`src/rtl/config_seq_pkg.sv`:
```
// Shared definitions for the configuration frame sequencer.
//  - CFG_SYNC and header field positions of the 32-bit header word
//  - FSM state encoding
//  - counter width helper used to size row/frame/column/index registers
package config_seq_pkg;

    localparam logic [7:0] CFG_SYNC      = 8'hFA;
    localparam int         HDR_FIELD_W   = 8;
    localparam int         HDR_SYNC_LSB  = 24;
    localparam int         HDR_COL_LSB   = 16;
    localparam int         HDR_START_LSB = 8;
    localparam int         HDR_COUNT_LSB = 0;

    typedef enum logic [1:0] {
        IDLE   = 2'd0,
        LOAD   = 2'd1,
        STROBE = 2'd2
    } seq_state_t;

    // Bits needed to hold values 0..n-1; never less than one bit.
    function automatic int cnt_width(input int n);
        if (n <= 1) begin
            return 1;
        end else begin
            return $clog2(n);
        end
    endfunction

endpackage

```
`src/rtl/config_strobe_decoder.sv`:
```
// Registered one-hot decoder for the column/frame strobe plane.
// Ports:
//  clk     in   config clock
//  resetn  in   synchronous active-low reset
//  col     in   target column
//  frame   in   target frame within the column
//  en      in   issue a strobe in the next cycle
//  strobe  out  registered one-hot, bit col*MAX_FRAMES+frame; all-zero when en was low
module config_strobe_decoder
    import config_seq_pkg::*;
#(
    parameter int NUM_COLUMNS = 8,
    parameter int MAX_FRAMES  = 20
) (
    input  logic                                    clk,
    input  logic                                    resetn,
    input  logic [cnt_width(NUM_COLUMNS)-1:0]       col,
    input  logic [cnt_width(MAX_FRAMES)-1:0]        frame,
    input  logic                                    en,
    output logic [NUM_COLUMNS*MAX_FRAMES-1:0]       strobe
);

    localparam int TOTAL = NUM_COLUMNS * MAX_FRAMES;
    localparam int IDX_W = cnt_width(TOTAL);

    logic [IDX_W-1:0] idx_s;
    logic [TOTAL-1:0] onehot_s;
    logic [TOTAL-1:0] strobe_r;

    // Flatten (col, frame) to a strobe index and expand it to one-hot.
    always_comb begin
        onehot_s = '0;
        idx_s    = IDX_W'(col) * IDX_W'(MAX_FRAMES) + IDX_W'(frame);
        for (int i = 0; i < TOTAL; i++) begin
            if (en && (idx_s == IDX_W'(i))) begin
                onehot_s[i] = 1'b1;
            end else begin
                onehot_s[i] = 1'b0;
            end
        end
    end

    // Register the strobe so it is a clean single-cycle pulse with no input path.
    always_ff @(posedge clk) begin
        if (!resetn) begin
            strobe_r <= '0;
        end else begin
            strobe_r <= onehot_s;
        end
    end

    assign strobe = strobe_r;

endmodule

```
`src/rtl/config_frame_sequencer.sv`:
```
// Streams header-framed configuration words into the frame-based config plane.
// A valid header selects a column, a start frame and a frame count; each frame
// is assembled from NUM_ROWS words and then strobed into its column/frame latch.
// Ports:
//  CLK             in   config clock
//  resetn          in   synchronous active-low reset
//  s_data/s_valid  in   word stream (header or frame data)
//  s_ready         out  word accepted when s_valid && s_ready
//  frame_data_o    out  assembled frame, row r at [r*FRAME_BITS +: FRAME_BITS]
//  frame_strobe_o  out  one-hot strobe, bit col*MAX_FRAMES+frame
//  busy_o          out  high while a burst is in progress
//  done_o          out  one-cycle pulse with the final strobe of a burst
//  err_o           out  sticky header error, cleared by a valid header
module config_frame_sequencer
    import config_seq_pkg::*;
#(
    parameter int FRAME_BITS  = 32,
    parameter int NUM_ROWS    = 4,
    parameter int NUM_COLUMNS = 8,
    parameter int MAX_FRAMES  = 20
) (
    input  logic                              CLK,
    input  logic                              resetn,
    input  logic [FRAME_BITS-1:0]             s_data,
    input  logic                              s_valid,
    output logic                              s_ready,
    output logic [NUM_ROWS*FRAME_BITS-1:0]    frame_data_o,
    output logic [NUM_COLUMNS*MAX_FRAMES-1:0] frame_strobe_o,
    output logic                              busy_o,
    output logic                              done_o,
    output logic                              err_o
);

    localparam int ROW_W   = cnt_width(NUM_ROWS);
    localparam int COL_W   = cnt_width(NUM_COLUMNS);
    localparam int FRAME_W = cnt_width(MAX_FRAMES);
    localparam int REM_W   = cnt_width(MAX_FRAMES + 1);

    seq_state_t                    state_r;
    logic [ROW_W-1:0]              row_r;
    logic [COL_W-1:0]              col_r;
    logic [FRAME_W-1:0]            frame_r;
    logic [REM_W-1:0]              remain_r;
    logic [NUM_ROWS*FRAME_BITS-1:0] frame_data_r;
    logic                          s_ready_r;
    logic                          busy_r;
    logic                          done_r;
    logic                          err_r;

    logic [HDR_FIELD_W-1:0]        hdr_sync_s;
    logic [HDR_FIELD_W-1:0]        hdr_col_s;
    logic [HDR_FIELD_W-1:0]        hdr_start_s;
    logic [HDR_FIELD_W-1:0]        hdr_count_s;
    logic [HDR_FIELD_W:0]          hdr_sum_s;
    logic                          hdr_ok_s;
    logic                          accept_s;
    logic                          last_row_s;
    logic                          strobe_en_s;

    // Header field extraction and validity; the 9-bit sum cannot wrap.
    always_comb begin
        hdr_sync_s  = s_data[HDR_SYNC_LSB  +: HDR_FIELD_W];
        hdr_col_s   = s_data[HDR_COL_LSB   +: HDR_FIELD_W];
        hdr_start_s = s_data[HDR_START_LSB +: HDR_FIELD_W];
        hdr_count_s = s_data[HDR_COUNT_LSB +: HDR_FIELD_W];
        hdr_sum_s   = {1'b0, hdr_start_s} + {1'b0, hdr_count_s};
        if ((hdr_sync_s == CFG_SYNC) &&
            (hdr_col_s < HDR_FIELD_W'(NUM_COLUMNS)) &&
            (hdr_count_s != {HDR_FIELD_W{1'b0}}) &&
            (hdr_sum_s <= (HDR_FIELD_W + 1)'(MAX_FRAMES))) begin
            hdr_ok_s = 1'b1;
        end else begin
            hdr_ok_s = 1'b0;
        end
    end

    // Handshake and strobe request: the strobe is requested on the edge that
    // accepts the last row, so the registered decoder fires in the STROBE cycle.
    always_comb begin
        accept_s   = s_valid && s_ready_r;
        last_row_s = (row_r == ROW_W'(NUM_ROWS - 1));
        if ((state_r == LOAD) && accept_s && last_row_s) begin
            strobe_en_s = 1'b1;
        end else begin
            strobe_en_s = 1'b0;
        end
    end

    // Sequencer FSM with counters, frame register and registered status outputs.
    always_ff @(posedge CLK) begin
        if (!resetn) begin
            state_r      <= IDLE;
            row_r        <= '0;
            col_r        <= '0;
            frame_r      <= '0;
            remain_r     <= '0;
            frame_data_r <= '0;
            s_ready_r    <= 1'b1;
            busy_r       <= 1'b0;
            done_r       <= 1'b0;
            err_r        <= 1'b0;
        end else begin
            done_r <= 1'b0;
            case (state_r)
                IDLE: begin
                    if (accept_s) begin
                        if (hdr_ok_s) begin
                            col_r    <= COL_W'(hdr_col_s);
                            frame_r  <= FRAME_W'(hdr_start_s);
                            remain_r <= REM_W'(hdr_count_s);
                            row_r    <= '0;
                            err_r    <= 1'b0;
                            busy_r   <= 1'b1;
                            state_r  <= LOAD;
                        end else begin
                            err_r    <= 1'b1;
                        end
                    end
                end
                LOAD: begin
                    if (accept_s) begin
                        for (int r = 0; r < NUM_ROWS; r++) begin
                            if (row_r == ROW_W'(r)) begin
                                frame_data_r[r*FRAME_BITS +: FRAME_BITS] <= s_data;
                            end
                        end
                        if (last_row_s) begin
                            s_ready_r <= 1'b0;
                            done_r    <= (remain_r == REM_W'(1));
                            state_r   <= STROBE;
                        end else begin
                            row_r     <= row_r + ROW_W'(1);
                        end
                    end
                end
                STROBE: begin
                    s_ready_r <= 1'b1;
                    row_r     <= '0;
                    if (remain_r > REM_W'(1)) begin
                        frame_r  <= frame_r + FRAME_W'(1);
                        remain_r <= remain_r - REM_W'(1);
                        state_r  <= LOAD;
                    end else begin
                        busy_r   <= 1'b0;
                        state_r  <= IDLE;
                    end
                end
                default: begin
                    s_ready_r <= 1'b1;
                    busy_r    <= 1'b0;
                    row_r     <= '0;
                    state_r   <= IDLE;
                end
            endcase
        end
    end

    config_strobe_decoder #(
        .NUM_COLUMNS (NUM_COLUMNS),
        .MAX_FRAMES  (MAX_FRAMES)
    ) u_strobe_decoder (
        .clk    (CLK),
        .resetn (resetn),
        .col    (col_r),
        .frame  (frame_r),
        .en     (strobe_en_s),
        .strobe (frame_strobe_o)
    );

    assign s_ready      = s_ready_r;
    assign frame_data_o = frame_data_r;
    assign busy_o       = busy_r;
    assign done_o       = done_r;
    assign err_o        = err_r;

endmodule

```
`config.mk`:
```
export PLATFORM = sky130hd
export DESIGN_NAME = config_frame_sequencer
export DESIGN_NICKNAME = d
export VERILOG_FILES = /design/src/rtl/config_seq_pkg.sv /design/src/rtl/config_strobe_decoder.sv /design/src/rtl/config_frame_sequencer.sv
export SDC_FILE = /design/constraint.sdc
export NUM_CORES = 1
export LEC_CHECK = 0
export CORE_MARGIN = 1.5
export CORE_UTILIZATION = 42
export DETAILED_ROUTE_END_ITERATION = 10
export PLACE_DENSITY = 0.77
export SETUP_SLACK_MARGIN = 0.05
export SLEW_MARGIN = 10
export SYNTH_ARGS = -nofsm -noshare
export SYNTH_HDL_FRONTEND = slang
export SYNTH_HIERARCHICAL = 1
export SYNTH_SLANG_ARGS = --single-unit
```
`constraint.sdc`:
```
create_clock -name CLK -period 2.85 [get_ports CLK]
set_input_delay 0.7125 -clock CLK [delete_from_list [all_inputs] [get_ports CLK]]
set_output_delay 0.7125 -clock CLK [all_outputs]
set_load 0.03 [all_outputs]
```
==> flow_summary.ini, run 1 <==
[layout]
fillers = 2004
areaGrowthSynthToFinish_pct = 51.4
drive_above_1_share_pct = 13.5
final_common_cell = clkdlybuf4s50_1
final_cell_mix = clkdlybuf4s50_1, dfxtp_1, nand2_1
finalNetCount = 1616

[floorplan]
start_util_pct = 42.8
die_w_um = 163
placementRows = 58
dieArea_sq_um = 26700
coreArea_sq_um = 25300
die_h_um = 163
io-pin-count = 327

[sta]
timing.final.crit_share_pct = 94.9
tightestPinTransition_ns = 0.793
worst_slack_ns = 0.146
rsz0062_at_grt = no
finalHoldViolCount = 0
fin_setup_tns_ns = 0
slew_violations = 0
setup_viol = 0
clock_skew_ns = 0.00854
layout_min_cycle_time_ns = 2.70
fmax_ghz = 0.370
slew_headroom_pct = 47.1

[clock_network]
clock_sinks = 309
cts_buffers = 30
h-tree-depth = 1
cts_tree = done
clock_latency_ns = 0.55
clkTransAtPathRegs_ns = 0.06
holdBufCountCts = 0
cts.root.buffer_cell = clkbuf_16
cts_buffer_depth = 3

[grt]
grt_pass1_wl_mm = 54.0
antenna_found_initial = 1
use_met2_pct = 44.2
gr-usage-all-layers_pct = 25.8
grt_overflow = 0
grt_pass1_vias = 9980
grt.met1_usage_pct = 29.4
grt_max_degree = 54
met3_usage_pct = 8.35
gr-max-usage-layer = met2

[placement]
gp_congestion = 0.859
pre_cts_ws_ns = -0.520
place.detailed.hpwl_mm = 24.9
io_buffer_count = 326

[drt]
wl_per_cell_um = 18.7
first_pass_iters = 5
drc = 0
via_count = 10258
final_antenna_net_count = 0
drt_iter0_drc = 822
wl_mm = 35.8
vias_per_cell = 5.37

[critical_path]
cp-start-kind = input pin
crit_type = in2reg
worstPathRequired_ns = 3.35
critPathMaxFanout = 7
critPathArrivalTime_ns = 3.20
end_kind = register

[synth]
ys_async_sr_fraction_pct = 0
synth-edff-count = 0
netlist_area_sq_um = 10800
ys_ff_latch = 309
synth_nets = 1242
ys_seq_area_share_pct = 57.2
avgSynthCellArea_sq_um = 9.14
synthCells = 1183
synth_ff_type = dfxtp_1
yosysWarnings = 6
synth_cell_types = 57

[flow_run]
max_cap_violations = 0

[power_and_ir_drop]
p_total_w = 0.00879
p_leak_nw = 5.74
power_density_nw_per_um2 = 537
vdd_drop_max_uv = 454

[outcome]
outcome = completed

[min_path]
hp-class = reg2reg
-- worst max-delay path, stage by stage --
cell and delay [ns]:
clkdlybuf4s50_1 0.46, ha_1 0.22, or4_4 0.54, a2111oi_4 0.41, nand4_4 0.23, or4b_1 0.54, nand3_1 0.09
-- timing repair --
| action | in CTS | in global routing |
|---|---|---|
| buffers inserted | 0 | 2 |
| hold endpoints to repair | 0 | 0 |
| gates resized for setup | 0 | 7 |
| endpoints found under the setup margin | 0 | 5 |
-- area by class of cell --
class / instances / area, sq um / area share (%)
clock inverters: 15 / 195 / 1.19
well taps: 330 / 413 / 2.52
inverters: 9 / 36.3 / 0.222
multi-input cells: 771 / 4300 / 26.2
clock buffers: 41 / 863 / 5.27
flip-flops and latches: 309 / 6190 / 37.8
diodes: 1 / 2.50 / 0.0153
repair buffers: 436 / 4380 / 26.7
-- where the power goes --
| group | internal, W | switching, W | total [W] | leakage (nW) |
|---|---|---|---|---|
| sequential | 0.00432 | 0.000000759 | 0.00432 | 2.49 |
| clock | 0.00249 | 0.00171 | 0.00420 | 0.506 |
| combinational | 0.000123 | 0.000152 | 0.000275 | 2.75 |
-- stage by stage --
step                      util (%)  cells  hold slack [ns]  area, sq um
after floorplan                  -   1183            0.465        10800
after global placement        60.4   1853            0.441        15300
after detailed placement      60.4   1853            0.446        15300
after CTS                     64.6   1909            0.455        16300
after global routing          64.8   1912            0.471        16400
final                         64.8   1912            0.450        16400
-- layer usage --
metal | up-vias | part of all wire [%]
li1 | 4825 | -
met1 | 4775 | 37
met2 | 561 | 48
met3 | 97 | 11
met4 | 0 | 3.8
met5 | - | 0
-- state kept, by name, indices dropped and copies added, names as in the netlist --
register and cells:
u_strobe_decoder/strobe 160, frame_data_o 128, frame_r 5, remain_r 5, col_r 3, row_r 2, state_r 2, busy_o 1
done_o 1, err_o 1, s_ready 1
-- path summary, 6_finish.rpt --
kind                                            end                         start  cells after the start  slack [ns]
max                         frame_r[0]$_SDFFE_PN0P_                     s_data[5]                      7        0.15
min                    frame_data_o[7]$_SDFFE_PN0P_  frame_data_o[7]$_SDFFE_PN0P_                      2        0.45
max reg2reg  u_strobe_decoder/strobe[16]$_SDFF_PN0_         col_r[0]$_SDFFE_PN0P_                      8        0.25
min reg2reg            frame_data_o[7]$_SDFFE_PN0P_  frame_data_o[7]$_SDFFE_PN0P_                      2        0.45
-- cells in the mapped netlist, types with 2 or more instances --
cell type  count  share of area (%)
dfxtp_1      309                 57
nand2_1      300                 10
a21oi_1      138                6.4
nor4_1        81                4.7
clkbuf_1      62                2.2
nor3_1        54                2.5
nor2_1        29                1.0
buf_2         27                1.3
nor3_2        25                2.3
ha_1          22                2.5
nand3_1       19               0.88
nand4_1       13               0.75
o21ai_0        9               0.42
inv_1          8               0.28
mux2i_1        7               0.65
nor2b_1        6               0.35
a31oi_1        5               0.29
xor2_1         5               0.41
and3_1         4               0.23
buf_1          4               0.14
nand2b_1       4               0.23
o211ai_1       4               0.28
and2_0         3               0.17
and2_1         3               0.17
a21o_1         2               0.14
a221oi_1       2               0.16
and4_1         2               0.16
fa_1           2               0.37
nor3b_2        2               0.23
nor4b_1        2               0.16
o311ai_2       2               0.30
o31a_1         2               0.16
xnor2_1        2               0.16
-- cell families after synthesis --
| logic type | after synthesis | share of synthesized area [%] |
|---|---|---|
| AO/OA/AOI/OAI | 178 | 9.51 |
| AND/OR/NAND/NOR | 554 | 25.0 |
| XOR/XNOR | 7 | 0.567 |
| flip-flops | 309 | 57.2 |
| multiplexers | 8 | 0.775 |
| adder cells (fa/ha/maj) | 24 | 2.92 |
| buffers and inverters | 103 | 3.96 |
(Power assumes the default switching activity.)
==> run 2: changes to the inputs <==
SYNTH_HIERARCHICAL = not set   (was 1)
==> flow_summary.ini, run 2 <==
[drt]
wl_mm = 34.4
vias_per_cell = 5.05
final_antenna_net_count = 0
wl_per_cell_um = 18.0
drc = 0
drt_iter0_drc = 521
via_count = 9635
first_pass_iters = 5

[power_and_ir_drop]
clkPwrFrac_pct = 49.7
p_comb_share_pct = 4.5
power_density_nw_per_um2 = 592
p_total_w = 0.00942
vdd_drop_max_uv = 537
p_int_w = 0.00749
p_leak_nw = 5.79
switching_power_w = 0.00193
seqPwrFrac_pct = 45.9
swShare_pct = 20.5

[floorplan]
die_w_um = 160
coreArea_sq_um = 24200
placementRows = 57
start_util_pct = 42.6
die_h_um = 160
io-pin-count = 327
dieArea_sq_um = 25500

[grt]
grt_overflow = 0
grt_pass1_vias = 9387
met3_usage_pct = 7.58
gr-usage-all-layers_pct = 26.0
grt_pass1_wl_mm = 52.4
grt.met1_usage_pct = 30.4
grt_max_degree = 61
antenna_found_initial = 0
use_met2_pct = 45.5
gr-max-usage-layer = met2

[synth]
synth_area_leaders = dfxtp_1, nand2_1, a21oi_1, nor2_1, ha_1
synthCells = 1170
avgSynthCellArea_sq_um = 8.80
synth-edff-count = 0
yosysWarnings = 0
synth_top_area_share_pct = 60.1
ys_ff_latch = 309
synth_cell_types = 50
synth_nets = 1231
ys_async_sr_fraction_pct = 0
ys_seq_area_share_pct = 60.1
synth.top_cells.by_count = dfxtp_1, nand2_1, nor2_1
netlist_area_sq_um = 10300
synth_area_leader_cell = dfxtp_1
yosysMostFrequentCell = dfxtp_1
synth_ff_type = dfxtp_1

[outcome]
outcome = completed

[clock_network]
cts_buffers = 30
clkTransAtPathRegs_ns = 0.07
cts_tree = done
cts.root.buffer_cell = clkbuf_16
holdBufCountCts = 0
clock_latency_ns = 0.55
cts_buffer_depth = 3
h-tree-depth = 1
clock_sinks = 309

[sta]
slew_headroom_pct = 54.8
timing.hold.ws_ns = 0.453
finalHoldViolCount = 0
fmax_ghz = 0.354
rsz0062_at_grt = yes
layout_min_cycle_time_ns = 2.83
timing.final.crit_share_pct = 99.2
tightestPinTransition_ns = 0.679
setup_viol = 0
clock_skew_ns = 0.0121
worst_slack_ns = 0.0242
slew_violations = 0

[layout]
layout.area.seq_sq_um = 6190
final_common_cell = clkdlybuf4s50_1
fillers = 1871
areaGrowthSynthToFinish_pct = 54.4
drive_above_1_share_pct = 12.2
final_cell_mix = clkdlybuf4s50_1, dfxtp_1, nand2_1
multi_input_area_sq_um = 3980
n_antenna_cell = 0
largest_reg_flops = 160
final_cells = 1909
finalNetCount = 1622

[min_path]
hp-class = reg2reg

[placement]
gp_congestion = 0.913
dp.cells = 1843
io_buffer_count = 326
place.detailed.hpwl_mm = 23.1
pre_cts_ws_ns = -0.858

[critical_path]
slowest_delay_ns = 0.64
critPathMaxFanout = 5
cp-start-kind = input pin
worstPathRequired_ns = 3.26
crit_type = in2reg
critPathArrivalTime_ns = 3.24
cp_cell_sequence = buf_8 -> ha_4 -> fa_2 -> a21o_1 -> a221oi_4 -> nor3b_4 -> o32ai_2 -> or4_4 -> nand2_8 -> mux2i_1 -> a21oi_1
end_kind = register
crit_path_top_delay_cell = or4_4

[flow_run]
max_cap_violations = 0
-- run 2: worst max-delay path: cells and delay by family --
family	cells	cell delay (ns)
multiplexers	1	0.19
adder cells (fa/ha/maj)	2	0.55
AND/OR/NAND/NOR	3	1.00
AO/OA/AOI/OAI	4	0.69
buffers and inverters	1	0.10
-- run 2: stage by stage --
step / util [%] / cell area [sq um] / setup TNS (ns)
after floorplan: - / 10300 / -1.35
after global placement: 59.9 / 14500 / -11.07
after detailed placement: 59.9 / 14500 / -12.47
after CTS: 65.4 / 15800 / 0
after global routing: 65.8 / 15900 / -0.127
final: 65.8 / 15900 / 0
-- run 2: final cells by class --
type	count	area share [%]
timing repair buffer	425	25.8
clock inverter	21	2.35
clock buffer	35	5.16
inverter	11	0.275
sequential	309	38.9
multi-input combinational	784	25.0
tap	324	2.55
-- run 2: cells by family (layout without fill, tap and decap cells) --
kind of cell,Yosys count,after routing,synth area share (%)
DFF,309,309,60.1
xor gates and xnor gates,10,10,0.850
and+or+nand+nor,555,556,22.0
muxes,8,8,0.790
AOI/OAI and AO/OA,184,184,10.1
adders and majority gates,26,26,3.30
buffers and inverters,78,492,2.93
-- run 2: power groups by stage --
stage          combinational, W  sequential, W  clock [W]
2_1_floorplan          0.000132        0.00442          0
3_3_place_gp           0.000348        0.00442          0
3_5_place_dp           0.000353        0.00442          0
4_1_cts                0.000380        0.00432    0.00474
5_1_grt                0.000438        0.00432    0.00491
6_report               0.000419        0.00432    0.00468
-- run 2: worst paths after layout --
| kind | startpoint | endpoint | cells after the start | slack (ns) |
|---|---|---|---|---|
| hold reg to reg | frame_data_o[70]$_SDFFE_PN0P_ | frame_data_o[70]$_SDFFE_PN0P_ | 2 | 0.45 |
| setup reg to reg | col_r[0]$_SDFFE_PN0P_ | u_strobe_decoder.strobe[156]$_SDFF_PN0_ | 10 | 0.31 |
| hold / removal | frame_data_o[70]$_SDFFE_PN0P_ | frame_data_o[70]$_SDFFE_PN0P_ | 2 | 0.45 |
| setup / recovery | s_data[0] | remain_r[2]$_SDFFE_PN0P_ | 11 | 0.02 |
-- run 2: routing by layer --
layer | vias to the layer above | routed length (um)
met5 | - | 0
met4 | 0 | 1120
met3 | 85 | 3110
met2 | 426 | 16400
met1 | 4559 | 13800
li1 | 4565 | -
-- run 2: repair_timing --
action | 4_1_cts | 5_1_grt
setup endpoints to repair | 15 | 26
cloned | 1 | 0
hold endpoints to repair | 0 | 0
pin swaps | 7 | 13
setup buffers | 9 | 0
resized for setup | 23 | 29
